==> config.mk <==
export PLATFORM = sky130hd
export DESIGN_NAME = store_merge_ctrl
export DESIGN_NICKNAME = d
export VERILOG_FILES = /design/src/rtl/store_merge_ctrl.sv
export SDC_FILE = /design/constraint.sdc
export NUM_CORES = 1
export LEC_CHECK = 0
export BUFFER_PORTS_ARGS = -buffer_cell sky130_fd_sc_hd__buf_4
export CORE_MARGIN = 2
export CORE_UTILIZATION = 45
export CTS_CLUSTER_SIZE = 8
export DETAILED_ROUTE_END_ITERATION = 10
export PLACE_DENSITY_LB_ADDON = 0.2
export SETUP_SLACK_MARGIN = 0.3
export SYNTH_ARGS = -nofsm -noshare
export SYNTH_HDL_FRONTEND = slang
export SYNTH_SLANG_ARGS = --single-unit
==> constraint.sdc <==
create_clock -name clk -period 2.3 [get_ports clk]
set_input_delay 0.345 -clock clk [delete_from_list [all_inputs] [get_ports clk]]
set_output_delay 0.345 -clock clk [all_outputs]
set_load 0.02 [all_outputs]
==> src/rtl/store_merge_ctrl.sv <==
// store_merge_ctrl: takes register data out to a word-only data memory.
// sw is written directly. sb/sh are read-modify-write: read the word, replace
// the addressed big-endian lane(s), then write the word back. busy stalls the
// pipeline until the store is committed or rejected.
module store_merge_ctrl #(
    parameter int TIMEOUT = 16
) (
    input  logic        clk,
    input  logic        rst_n,
    input  logic        start,
    input  logic [1:0]  store_type,
    input  logic [31:0] addr,
    input  logic [31:0] reg_data,
    output logic        busy,
    output logic        done,
    output logic        err_align,
    output logic        err_timeout,
    output logic        mem_req,
    output logic        mem_we,
    output logic [31:0] mem_addr,
    output logic [31:0] mem_wdata,
    input  logic [31:0] mem_rdata,
    input  logic        mem_ack
);

    typedef enum logic [2:0] {
        IDLE,
        CHECK,
        RD_REQ,
        MERGE,
        WR_REQ,
        DONE
    } state_t;

    // The wait counter runs 0..TIMEOUT-1 while a request is outstanding
    localparam logic [7:0] TMO_LAST = 8'(TIMEOUT - 1);

    state_t      state, state_next;
    logic [1:0]  op_type, op_type_next;
    logic [31:0] op_addr, op_addr_next;
    logic [31:0] op_data, op_data_next;
    logic [31:0] rd_word, rd_word_next;
    logic [7:0]  tmo_cnt, tmo_cnt_next;
    logic        busy_next;
    logic        done_next;
    logic        err_align_next;
    logic        err_timeout_next;
    logic        mem_req_next;
    logic        mem_we_next;
    logic [31:0] mem_addr_next;
    logic [31:0] mem_wdata_next;
    logic        illegal;
    logic [31:0] merged;

    // Reject misaligned halfword/word stores and the reserved type
    always_comb begin
        illegal = 1'b0;
        case (op_type)
            2'b01:   illegal = op_addr[0];
            2'b10:   illegal = (op_addr[1:0] != 2'b00);
            2'b11:   illegal = 1'b1;
            default: illegal = 1'b0;
        endcase
    end

    // Replace the addressed big-endian lane(s) of the word read back from memory
    always_comb begin
        merged = rd_word;
        if (op_type == 2'b00) begin
            case (op_addr[1:0])
                2'd0:    merged[31:24] = op_data[7:0];
                2'd1:    merged[23:16] = op_data[7:0];
                2'd2:    merged[15:8]  = op_data[7:0];
                default: merged[7:0]   = op_data[7:0];
            endcase
        end else if (op_addr[1]) begin
            merged[15:0] = op_data[15:0];
        end else begin
            merged[31:16] = op_data[15:0];
        end
    end

    // Next-state and next registered-output values; everything holds by default except the done pulse
    always_comb begin
        state_next       = state;
        op_type_next     = op_type;
        op_addr_next     = op_addr;
        op_data_next     = op_data;
        rd_word_next     = rd_word;
        tmo_cnt_next     = tmo_cnt;
        busy_next        = busy;
        done_next        = 1'b0;
        err_align_next   = err_align;
        err_timeout_next = err_timeout;
        mem_req_next     = mem_req;
        mem_we_next      = mem_we;
        mem_addr_next    = mem_addr;
        mem_wdata_next   = mem_wdata;

        case (state)
            IDLE: begin
                if (start) begin
                    op_type_next = store_type;
                    op_addr_next = addr;
                    op_data_next = reg_data;
                    busy_next    = 1'b1;
                    state_next   = CHECK;
                end
            end
            CHECK: begin
                if (illegal) begin
                    err_align_next = 1'b1;
                    done_next      = 1'b1;
                    state_next     = DONE;
                end else begin
                    mem_addr_next = {op_addr[31:2], 2'b00};
                    mem_req_next  = 1'b1;
                    tmo_cnt_next  = 8'd0;
                    if (op_type == 2'b10) begin
                        mem_we_next    = 1'b1;
                        mem_wdata_next = op_data;
                        state_next     = WR_REQ;
                    end else begin
                        mem_we_next = 1'b0;
                        state_next  = RD_REQ;
                    end
                end
            end
            RD_REQ: begin
                if (mem_ack) begin
                    rd_word_next = mem_rdata;
                    mem_req_next = 1'b0;
                    state_next   = MERGE;
                end else if (tmo_cnt == TMO_LAST) begin
                    err_timeout_next = 1'b1;
                    done_next        = 1'b1;
                    mem_req_next     = 1'b0;
                    state_next       = DONE;
                end else begin
                    tmo_cnt_next = tmo_cnt + 8'd1;
                end
            end
            MERGE: begin
                mem_wdata_next = merged;
                mem_we_next    = 1'b1;
                mem_req_next   = 1'b1;
                tmo_cnt_next   = 8'd0;
                state_next     = WR_REQ;
            end
            WR_REQ: begin
                if (mem_ack) begin
                    done_next    = 1'b1;
                    mem_req_next = 1'b0;
                    state_next   = DONE;
                end else if (tmo_cnt == TMO_LAST) begin
                    err_timeout_next = 1'b1;
                    done_next        = 1'b1;
                    mem_req_next     = 1'b0;
                    state_next       = DONE;
                end else begin
                    tmo_cnt_next = tmo_cnt + 8'd1;
                end
            end
            DONE: begin
                busy_next        = 1'b0;
                err_align_next   = 1'b0;
                err_timeout_next = 1'b0;
                state_next       = IDLE;
            end
            default: state_next = IDLE;
        endcase
    end

    // State, operand latches and all outputs are registered; reset drops any request at once
    always_ff @(posedge clk or negedge rst_n) begin
        if (!rst_n) begin
            state       <= IDLE;
            op_type     <= 2'b00;
            op_addr     <= 32'd0;
            op_data     <= 32'd0;
            rd_word     <= 32'd0;
            tmo_cnt     <= 8'd0;
            busy        <= 1'b0;
            done        <= 1'b0;
            err_align   <= 1'b0;
            err_timeout <= 1'b0;
            mem_req     <= 1'b0;
            mem_we      <= 1'b0;
            mem_addr    <= 32'd0;
            mem_wdata   <= 32'd0;
        end else begin
            state       <= state_next;
            op_type     <= op_type_next;
            op_addr     <= op_addr_next;
            op_data     <= op_data_next;
            rd_word     <= rd_word_next;
            tmo_cnt     <= tmo_cnt_next;
            busy        <= busy_next;
            done        <= done_next;
            err_align   <= err_align_next;
            err_timeout <= err_timeout_next;
            mem_req     <= mem_req_next;
            mem_we      <= mem_we_next;
            mem_addr    <= mem_addr_next;
            mem_wdata   <= mem_wdata_next;
        end
    end

endmodule

# After elaboration in Yosys (flattened, before gate mapping)
# Cells that the tools add are included.
[word_totals] ff_bits=177 input_bits=102 output_inout_bits=70
[classes] addsub=1 eq_ne=19 mux=41 n_bitwise=1 reduce_logical=21
[ops] operator="32-bit two-way mux" n=3
[ops] operator="32-bit one-hot mux with 2 select lines" n=1
[ops] operator="8-bit two-way mux" n=7
[ops] operator="16-bit two-way mux" n=2
[ops] operator="8-bit one-hot mux with 3 select lines" n=1
[ops] operator="3-bit two-way mux" n=6
[ops] operator="3-bit one-hot mux with 5 select lines" n=1
[ops] operator="1-bit two-way mux" n=13
[ops] operator="2-bit inequality test (second input constant)" n=6
[ops] operator="2-bit AND reduction" n=6
[ops] operator="2-bit nonzero test" n=5
[ops] operator="1-bit one-hot mux with 3 select lines" n=3
[ops] operator="3-bit AND reduction" n=3
[ops] operator="8-bit by 1-bit adder with 8-bit output (second input constant)" n=1
[ops] operator="8-bit by 4-bit equality test with 1-bit output (second input constant)" n=1
[ops] operator="1-bit one-hot mux with 2 select lines" n=4
[ops] operator="2-bit equality test (second input constant)" n=3
[ops] operator="3-bit by 2-bit equality test with 1-bit output (second input constant)" n=2
[ops] operator="3-bit equality test (second input constant)" n=2
[ops] operator="2-bit by 1-bit equality test with 1-bit output (second input constant)" n=2
[ops] operator="2-bit logical NOT" n=2
[ops] operator="4-bit AND reduction" n=1
[ops] operator="3-bit by 1-bit equality test with 1-bit output (second input constant)" n=1
[ops] operator="3-bit logical NOT" n=1
[ops] operator="6 further kinds" n=6

# Logic depth before layout (Yosys ltp)
[depth] word_depth=5 ltp_mapped=8 ltp_nobuf=6

# Worst setup path after synthesis
# Ideal clock, no wire load.
[synth_timing] path_type="register to register" startpoint="register state[2]" endpoint="register rd_word[11]" arrival_time_ps=1595 required_time_ps=2175 path_slack_ps=580 path_stages_with_launch=7 path_buffers=3 period_less_slack_ps=1720 path_cell_list="dfrtp_1 > buf_6 > nand2b_4 > buf_6 > nor3b_2 > buf_4 > mux2_2"
[synth_between] elab_chain_cells=2
[synth_lines] item="start, declared" line_no="38" text="state_t state, state_next;"
[synth_lines] item="start signal, assigned" line_no="192" text="state <= state_next;"
[synth_lines] item="3-bit by 2-bit equality test with 1-bit output" line_no="100" text="case (state)"
[synth_lines] item="2-bit AND reduction (no source line)"
[synth_lines] item="end signal, assigned" line_no="196" text="rd_word <= rd_word_next;"
[synth_lines] item="end, declared" line_no="42" text="logic [31:0] rd_word, rd_word_next;"
# Every way passes these cells.
# A chain may end at the register's enable or synchronous reset.

# Worst setup path after layout
[layout_timing] startpoint="register op_addr[0]" endpoint="register mem_wdata[8]"
[layout_between] elab_chain_cells=4 elab_cells_between_ends=8 classes_between="eq/ne: 2; mux: 4; reduce/logical: 2"
[layout_lines] item="start, declared" line_no="40" text="logic [31:0] op_addr, op_addr_next;"
[layout_lines] item="start signal, assigned" line_no="194" text="op_addr <= op_addr_next;"
[layout_lines] item="2-bit nonzero test or 2-bit equality test (tied branches)" line_no="60, 70"
[layout_lines] item="1-bit one-hot mux with 3 select lines or 8-bit two-way mux (tied branches)" line_no="58, 70"
[layout_lines] item="2-bit inequality test (no source line) or 32-bit two-way mux (tied branches)"
[layout_lines] item="3-bit AND reduction (no source line) or 32-bit one-hot mux with 2 select lines (tied branches)"
[layout_lines] item="end signal, assigned" line_no="205" text="mem_wdata <= mem_wdata_next;"
[layout_lines] item="end, declared" line_no="21" text="output logic [31:0] mem_wdata,"
# Several ways; a longest one is shown, not always the timed one.

==> qor.yml <==
setup_path:
  r2r-start: "op_addr[0]"
  slowest_delay_ns: 0.57
  critPathArrivalTime_ns: 2.23
  slowest_stage: "dfrtp_1"
  crit_buf_inv: 1
  path_delay_family: "compound AO/OA/AOI/OAI gates"
  required_ns: 2.60
  r2r_setup_slack_ns: 0.37
  worstPathCellList: "nor4b_4 > o21ai_4 > buf_4 > mux2i_1 > o22ai_1"
  crit_fanout: 13
  cp-start-kind: "flip-flop"
  crit_type: "reg2reg"
  cp-end-kind: "flip-flop"
  reg2regPathDepth: 5
  r2r-end: "mem_wdata[8]"
clock_tree:
  cts_tree: "done"
  clock_latency_ns: 0.42
  cts.htree.levels: 4
  clock_sinks: 177
  cts-root-buf: "clkbuf_16"
  cts-buffers-inserted: 17
  clk_pin_slew_ns: 0.07
  cts_setup_buffers: 0
  clockBufferDepth: 2
routing:
  vias: 5309
  avgViaCountPerCell: 5.38
  remaining_drc_errors: 0
  wl_per_cell_um: 18.7
  antenna_left: 0
  drt_iter0_markers: 224
  drt_pass1_iterations: 4
  drt-total-wl_um: 18500
finish:
  fin_nets: 857
  layout-drive-gt1-share_pct: 44.7
  n_antenna_cell: 0
  fillers: 1356
  area_growth_pct: 29.9
synth:
  synth.avg_cell_area_um2: 13.1
  ys_types: 55
  netlist_top_cells_area: "dfrtp_1 58%, mux2_2 15%, mux2_1 4.0%"
  ys.flop_type: "dfrtp_1"
  synth_top_area_cell: "dfrtp_1"
  yosysWarnings: 0
  synth_edf_count: 0
  syn_inst: 586
  synth-async-reset-ratio_pct: 100
  yosysSeqAreaShare_pct: 57.9
  synth_top_area_share_pct: 57.9
  synth.cell_area_um2: 7650
  synth-seq-cells: 177
worst_hold_path:
  hold_path.class: "in2reg"
  hp-start: "mem_rdata[19]"
  min_path_cells: 2
  min_to: "rd_word[19]"
place:
  pre_cts_slack_ns: 0.282
  dp_hpwl_um: 13100
  place.gp.congestion: 0.803
  port_buffers: 169
timing:
  hold_viol: 0
  fmax_mhz: 519
  setup_ws_ns: 0.372
  finalSetupViolCount: 0
  setup_tns_ns: 0
  period_minus_slack_ns: 1.93
  grt_setup_unrepaired: "true"
  tightest_slew_ns: 0.784
  clock_skew_ns: 0.0122
  slew_viol_final: 0
  period_share_pct: 83.8
  relSlewSlack_pct: 47.3
global_route:
  first_global_vias: 5601
  grt_first_pass_wirelength_um: 29500
  grtUsageTotal_pct: 21.1
  antenna_found_initial: 0
  grt-ovfl-total: 0
  grt_max_degree: 60
power:
  leakagePower_nw: 4.62
  peakVddDrop_mv: 0.636
  power_density_nw_per_um2: 1450
  power_mw: 14.4
status:
  status: "finished, final reports clean"
die:
  num_io_pins: 172
  rows: 47
  die_x_um: 134
  die_y_um: 134
  core-area_um2: 16600
  initial_core_util_pct: 46.1
  dieArea_um2: 18100
flow_run:
  drv_cap: 0
-- cell usage after synthesis, types with 2 or more instances --
master / n
nand2b_1: 4
a21oi_1: 15
nor2b_1: 4
mux2_1: 27
nor3b_1: 3
clkbuf_1: 8
nor4_1: 2
nor3_1: 3
o31ai_1: 10
inv_1: 3
nor2_2: 2
buf_2: 17
a21boi_1: 6
nor2_1: 20
nor3b_2: 2
a21oi_2: 2
o21ai_0: 13
mux2_2: 101
dfrtp_1: 177
o22ai_1: 8
a21o_1: 9
buf_4: 9
a22oi_1: 7
mux2i_1: 23
o21ai_1: 8
buf_6: 3
o21a_1: 3
nand3_1: 3
a211oi_1: 17
nand3b_1: 8
or2_1: 2
nand2_1: 39
or3_1: 6
-- worst max-delay path by stage --
stage	startpoint	endpoint	slack, ns	depth (start not counted)
2_1_floorplan	state[2]	rd_word[11]	0.58	6
3_3_place_gp	op_type[1]	mem_wdata[8]	0.31	5
3_5_place_dp	state[1]	tmo_cnt[3]	0.28	5
4_1_cts	op_type[1]	mem_wdata[8]	0.28	5
5_1_grt	op_addr[0]	mem_wdata[8]	0.27	5
6_report	op_addr[0]	mem_wdata[8]	0.37	5
-- final cells by class --
cell class | count | area, um^2 | share of cell area, %
flip-flops and latches | 177 | 4430 | 44.6
multi-input cells | 369 | 3080 | 31.0
clock buffers | 18 | 439 | 4.42
repair buffers | 186 | 1470 | 14.7
clock inverters | 14 | 228 | 2.29
inverters | 3 | 11.3 | 0.113
well taps | 220 | 275 | 2.77
-- state kept, by name, summed over array words and instances, names as in the netlist, 2 cells and up --
signal,cells
state,3
op_data,32
op_addr,32
rd_word,32
op_type,2
mem_addr,30
mem_wdata,32
tmo_cnt,8
-- metal layers --
layer,GRT usage [%],vias up,share of wire [%]
met4,6.20,0,1.2
met2,34.8,140,50
met3,5.14,14,5.0
li1,-,2447,-
met1,27.8,2708,43
met5,0,-,0
-- repair_timing --
item                                    CTS  global route
gates resized for setup                   3            10
endpoints found under the setup margin    3            62
hold buffers                              1             0
pin swaps                                 0             1
gates cloned                              0             1
endpoints found under the hold margin    52             0
-- power breakdown --
group          internal, mW  leakage, nW  switching [mW]
Clock                  1.98        0.327            1.25
Combinational          2.74         2.14            2.68
Sequential             4.60         2.15            1.14
Total                  9.32         4.62            5.07
-- cell usage in the layout, fill, tap and decap left out, drive strengths merged, types with 2 or more instances in the layout --
| master | Yosys | routed |
|---|---|---|
| a21boi | 6 | 6 |
| bufinv | 0 | 5 |
| o21a | 3 | 3 |
| clkinv | 0 | 5 |
| nand3 | 4 | 4 |
| inv | 3 | 7 |
| or2 | 3 | 3 |
| a22oi | 7 | 7 |
| o21ai | 21 | 22 |
| nand2b | 5 | 5 |
| nand2 | 40 | 40 |
| or3 | 6 | 6 |
| a21oi | 17 | 17 |
| a21o | 9 | 9 |
| a211oi | 17 | 17 |
| nor2 | 22 | 22 |
| o22ai | 8 | 8 |
| or3b | 2 | 2 |
| dfrtp | 177 | 177 |
| nor4 | 2 | 2 |
| conb | 1 | 2 |
| nand3b | 8 | 8 |
| mux2i | 23 | 23 |
| buf | 30 | 185 |
| nor3 | 4 | 4 |
| nor3b | 5 | 5 |
| o31ai | 10 | 10 |
| clkbuf | 9 | 18 |
| nor2b | 4 | 4 |
| mux2 | 128 | 128 |
| nand4 | 2 | 2 |
-- cells by family (layout without fill, tap and decap cells) --
family	Yosys count	count (layout)	synth area share, %
adders and majority gates	1	1	0.164
and+or+nand+nor	110	110	7.69
DFF	177	177	57.9
buffers and inverters	42	221	3.09
muxes	151	151	21.9
other	1	2	0.0490
AOI/OAI and AO/OA	104	105	9.24
-- stage by stage --
step	util [%]	hold slack (ns)	std cells	instance area, um^2
6_report	59.9	0.137	987	9930
5_1_grt	59.9	0.130	987	9930
4_1_cts	59.6	0.122	986	9880
3_5_place_dp	55.4	0.344	953	9190
3_3_place_gp	55.4	0.333	953	9190
2_1_floorplan	-	0.0494	587	7650
(Power assumes the default switching activity.)
